## src/rtl/self_trigger_gen.sv

```systemverilog
// rtl/self_trigger_gen.sv - delays the self-trigger pulse and expands it into a tagged trigger burst
// Busy is decoded straight from the state register so an async reset clears it without a clock edge.
module self_trigger_gen #(
  parameter int DLY_DEPTH = 64,
  parameter int TAG_W     = 5,
  parameter int CNT_W     = 16,
  localparam int DLY_W    = $clog2(DLY_DEPTH)
) (
  input  logic             Clk40,
  input  logic             Reset_b,
  input  logic             SelfTrigger,
  input  logic             EnSelfTrigGen,
  input  logic [DLY_W-1:0] TrigDelay,
  input  logic [3:0]       TrigMult,
  input  logic [7:0]       DeadTime,
  input  logic             ClearCnt,
  output logic             TrigOut,
  output logic [TAG_W-1:0] TrigTag,
  output logic             Busy,
  output logic [CNT_W-1:0] DroppedCnt
);

  typedef enum logic [1:0] {
    S_IDLE,
    S_BURST,
    S_DEAD
  } state_t;

  state_t               state;
  state_t               state_next;
  logic [DLY_DEPTH-1:0] sr;
  logic                 dly_trig;
  logic                 request;
  logic [3:0]           burst_cnt;
  logic [3:0]           burst_cnt_next;
  logic [7:0]           dead_cnt;
  logic [7:0]           dead_cnt_next;
  logic [TAG_W-1:0]     next_tag;
  logic [TAG_W-1:0]     next_tag_next;
  logic [TAG_W-1:0]     tag_next;
  logic                 trig_next;
  logic [CNT_W-1:0]     drop_next;

  // Disabling the generator flushes the line so stale pulses cannot fire on re-enable.
  always_ff @(posedge Clk40 or negedge Reset_b) begin
    if (!Reset_b) begin
      sr <= '0;
    end else if (!EnSelfTrigGen) begin
      sr <= '0;
    end else begin
      sr <= {sr[DLY_DEPTH-2:0], SelfTrigger};
    end
  end

  assign dly_trig = sr[TrigDelay];
  assign request  = dly_trig & EnSelfTrigGen;
  assign Busy     = (state != S_IDLE);

  always_ff @(posedge Clk40 or negedge Reset_b) begin
    if (!Reset_b) begin
      state      <= S_IDLE;
      burst_cnt  <= '0;
      dead_cnt   <= '0;
      next_tag   <= '0;
      TrigOut    <= 1'b0;
      TrigTag    <= '0;
      DroppedCnt <= '0;
    end else begin
      state      <= state_next;
      burst_cnt  <= burst_cnt_next;
      dead_cnt   <= dead_cnt_next;
      next_tag   <= next_tag_next;
      TrigOut    <= trig_next;
      TrigTag    <= tag_next;
      DroppedCnt <= drop_next;
    end
  end

  always_comb begin
    state_next = state;
    unique case (state)
      S_IDLE:  if (request) state_next = S_BURST;
      S_BURST: if (burst_cnt == 4'd0) state_next = (DeadTime != 8'd0) ? S_DEAD : S_IDLE;
      S_DEAD:  if (dead_cnt == 8'd0) state_next = S_IDLE;
      default: state_next = S_IDLE;
    endcase
  end

  always_comb begin
    trig_next      = 1'b0;
    burst_cnt_next = burst_cnt;
    dead_cnt_next  = dead_cnt;
    next_tag_next  = next_tag;
    tag_next       = TrigTag;
    drop_next      = DroppedCnt;
    unique case (state)
      S_IDLE: begin
        if (request) begin
          trig_next      = 1'b1;
          burst_cnt_next = TrigMult;
          tag_next       = next_tag;
          next_tag_next  = next_tag + TAG_W'(1);
        end
      end
      S_BURST: begin
        if (burst_cnt != 4'd0) begin
          trig_next      = 1'b1;
          burst_cnt_next = burst_cnt - 4'd1;
        end else if (DeadTime != 8'd0) begin
          dead_cnt_next = DeadTime - 8'd1;
        end
      end
      S_DEAD: begin
        if (dead_cnt != 8'd0) dead_cnt_next = dead_cnt - 8'd1;
      end
      default: trig_next = 1'b0;
    endcase
    if (ClearCnt) begin
      drop_next = '0;
    end else if (request && (state != S_IDLE) && (DroppedCnt != '1)) begin
      drop_next = DroppedCnt + CNT_W'(1);
    end
  end

endmodule

```

## config.mk

```make
export PLATFORM = sky130hd
export DESIGN_NAME = self_trigger_gen
export DESIGN_NICKNAME = d
export VERILOG_FILES = /design/src/rtl/self_trigger_gen.sv
export SDC_FILE = /design/constraint.sdc
export NUM_CORES = 1
export LEC_CHECK = 0
export ABC_AREA = 1
export BUFFER_PORTS_ARGS = -buffer_cell sky130_fd_sc_hd__buf_2
export CAP_MARGIN = 30
export CORE_MARGIN = 5
export CORE_UTILIZATION = 49
export CTS_BUF_LIST = sky130_fd_sc_hd__clkbuf_16
export DETAILED_ROUTE_END_ITERATION = 6
export MAX_ROUTING_LAYER = met4
export PLACE_DENSITY = 0.72
export SLEW_MARGIN = 25
export SYNTH_ARGS = -nofsm -noshare
export SYNTH_HDL_FRONTEND = slang
export SYNTH_SLANG_ARGS = --single-unit
```

## constraint.sdc

```tcl
create_clock -name Clk40 -period 2 [get_ports Clk40]
set_clock_uncertainty 0.05 [all_clocks]
set_input_delay 0.2 -clock Clk40 [delete_from_list [all_inputs] [get_ports Clk40]]
set_output_delay 0.2 -clock Clk40 [all_outputs]
set_load 0.02 [all_outputs]
```

==> flow_metrics.tcl <==
set metrics [dict create \
    grt_use_met3 0.05660 \
    synth_top_family_by_area "simple AND/OR/NAND/NOR gates" \
    syn_nets 699 \
    hold_class "in2reg" \
    row_count 37 \
    critPathLaunch "DroppedCnt[1]" \
    ys_types 33 \
    synth.top_cell.area_share 0.5106 \
    maxSlewHeadroom 0.6018 \
    grtUsageTotal 0.1839 \
    ys_warn_count 0 \
    clockBufferDepth 2 \
    routedWlPerCell_um 12.83 \
    rsz0062_at_grt "true" \
    timing.fmax_ghz 0.4989 \
    vias_per_cell 5.000 \
    crit_type "reg2reg" \
    p_switching_mw 1.953 \
    p_per_area_mw_per_mm2 975.5 \
    ys_seq_area_frac 0.5106 \
    status "finished, violations left" \
    finalSetupTns_ns -0.004220 \
    synth.area.top_cells "dfrtp_1 51%, nand2_1 18%, nand3_1 8.2%, inv_1 7.6%, nor2_1 2.2%" \
    grt_util_met1 0.2289 \
    combPwrFrac 0.273 \
    synth_xor_area_frac 0.02723 \
    slew_viol_final 0 \
    drt-pass1-iter-count 4 \
    top_usage_layer "met2" \
    place_hpwl_um 7204 \
    r2r_slack_ns -0.004 \
    hold_violations 0 \
    dr_total_vias 4340 \
    grt_pass1_wl_um 18780 \
    grt_use_met2 0.2916 \
    synth_area_mm2 0.005146 \
    grt_pass1_vias 4241 \
    internal_power_mw 3.940 \
    overflow 0 \
    clock_latency_ns 0.35 \
    yosys.area.top_type "dfrtp_1" \
    p_sw_frac 0.3314 \
    cap_violations 0 \
    gp_congestion 0.9048 \
    crit_end "DroppedCnt[10]" \
    area_growth_syn_to_layout_pct 17.38 \
    period_minus_slack_ns 2.004 \
    syn_avg_cell_area_um2 7.658 \
    crit_top_cell "nor2_4" \
    io_pins 46 \
    reg2reg_from "DroppedCnt[1]" \
    crit_path_cell_trace "ha_4, nand2_2, nor2_4, nand2_2, nor2_4, nand3_2, nor2_4, a31oi_4, nand3_4, nand2_8, nand2_1, nand2_1" \
    cp_slowest_cell "dfrtp_2" \
    pwr-share-clk 0.295 \
    coreArea_mm2 0.01028 \
    ys.flop_type "dfrtp_1" \
    die_h_um 112.5 \
    synthAdderAreaFrac 0.009725 \
    cts_num_sinks 105 \
    antenna_left 0 \
    end_kind "flop" \
    grt_max_degree 64 \
    yosys.cell_count.top_type "nand2_1" \
    timing.hold.ws_ns 0.08405 \
    critPathArrivalTime_ns 2.18 \
    layout.nets 754 \
    r2r-end "DroppedCnt[10]" \
    start_kind "flop" \
    period_share 1.002 \
    die_x_um 112.5 \
    muxShareOfSynthArea 0 \
    synthSimpleGateAreaFrac 0.3097 \
    cts_buffers 9 \
    synth_compound_area_frac 0.03720 \
    drt_iter0_drc 279 \
    vdd_drop_max_mv 0.5936 \
    yosys-top-cells-count "245 x nand2_1, 105 x dfrtp_1, 104 x inv_1" \
    synth_seq_cells 105 \
    power.total_mw 5.893 \
    setup_ws_ns -0.004220 \
    drive_above_1_share 0.1448 \
    antenna_found_initial 0 \
    synth_edf_count 0 \
    cts_tree "done" \
    r2r_cells 12 \
    clock-root-buffer "clkbuf_16" \
    initial_core_util 0.5007 \
    drc 0 \
    p_leak_nw 3.482 \
    cts_max_level 3 \
    required_ns 2.18 \
    hp-start "EnSelfTrigGen" \
    async_reset_ff_frac 1.000 \
    io_buffers 45 \
    drt-total-wl_um 11130 \
    violations "setup timing" \
    die_area_mm2 0.01265 \
    tightest_slew_ns 0.5974 \
    syn_inst 672 \
    power.share.sequential 0.432 \
    clk_pin_slew_ns 0.07 \
    cp_max_fo 8 \
    antenna_cells 0 \
    finalSetupViolCount 1 \
    cpPeakStageDelay_ns 0.40 \
]
-- critical path: cells and delay by family, from the launching register on --
family	cells	cell delay, ns
adder cells (fa/ha/maj)	1	0.15
AO/OA/AOI/OAI	1	0.10
AND/OR/NAND/NOR	10	1.18
flip-flops	1	0.40
-- cells in the final DEF (no fill, tap or decap), types with 2 or more instances in the layout --
cell type	synthesis	final
inv_1	104	104
o21ai_1	10	13
nor4_1	3	3
buf_2	9	44
dfrtp_1	105	103
o21ai_0	18	15
nor2_1	30	26
buf_12	0	2
nand3b_1	3	3
nand3_2	1	3
xnor2_1	6	6
nor3_1	3	2
dfrtp_2	0	2
clkinv_2	0	3
a211oi_1	2	2
ha_1	4	3
nand4_1	2	2
nor3b_1	2	2
dlygate4sd3_1	0	2
buf_6	1	2
nand2_1	245	242
nand3_1	84	82
clkbuf_16	0	10
a21oi_1	3	3
nor2_2	2	3
nand2_2	1	4
buf_4	6	17
nor2_4	0	3
xor2_1	10	10
-- state kept, by name, summed over array words and instances, names as in the netlist --
name,flops
state,2
DroppedCnt,16
sr,64
burst_cnt,4
TrigTag,5
dead_cnt,8
TrigOut,1
next_tag,5
-- worst min-delay path by stage --
| stage | to | cells after the start | slack [ns] |
|---|---|---|---|
| floorplan | DroppedCnt[0] | 0 | -0.15 |
| global placement | sr[63] | 1 | 0.12 |
| detailed placement | sr[63] | 1 | 0.13 |
| CTS | sr[0] | 3 | 0.07 |
| global route | sr[0] | 3 | 0.11 |
| finish | sr[0] | 3 | 0.08 |
-- through the flow --
step                      utilization  instance area [um^2]  cells  setup slack [ns]
after detailed placement       0.5420                  5570    845          0.005241
final                          0.5878                  6041    868         -0.004220
after floorplan                     -                  5151    672          0.002967
after global routing           0.5878                  6041    868          -0.08624
after global placement         0.5420                  5570    845           0.04336
after CTS                      0.5727                  5886    863           0.01558
-- power groups by stage --
stage	clock, mW	sequential, mW	combinational, mW
after floorplan	0	2.62	1.01
after global placement	0	2.57	1.47
after detailed placement	0	2.57	1.52
after CTS	1.79	2.54	1.52
after global routing	1.87	2.58	1.86
final	1.74	2.55	1.61
-- metal layers --
metal	part of all wire	vias to the layer above
met4	0.013	0
met2	0.48	103
met3	0.061	11
li1	-	2172
met1	0.44	2054
met5	0	-
-- kinds of logic (layout without fill, tap and decap cells) --
logic type / count (synthesis) / count (layout)
xor+xnor: 16 / 16
compound gates: 36 / 36
flops: 105 / 105
fa+ha+maj: 4 / 4
buf+inv: 133 / 192
simple gates: 378 / 379
-- area by class of cell --
class | count | area, um^2
fill | 916 | 4237
sequential | 105 | 2630
multi-input combinational | 435 | 2071
timing repair buffer | 69 | 470.5
inverter | 107 | 404.1
clock buffer | 9 | 225.2
tap | 136 | 170.2
clock inverter | 7 | 70.07
-- repair_timing --
action,4_1_cts,5_1_grt
endpoints found under the setup margin,0,20
setup buffers,0,3
endpoints found under the hold margin,33,0
hold buffers,2,0
resized for setup,0,24
Note: power is estimated with default switching activity, not from simulation.
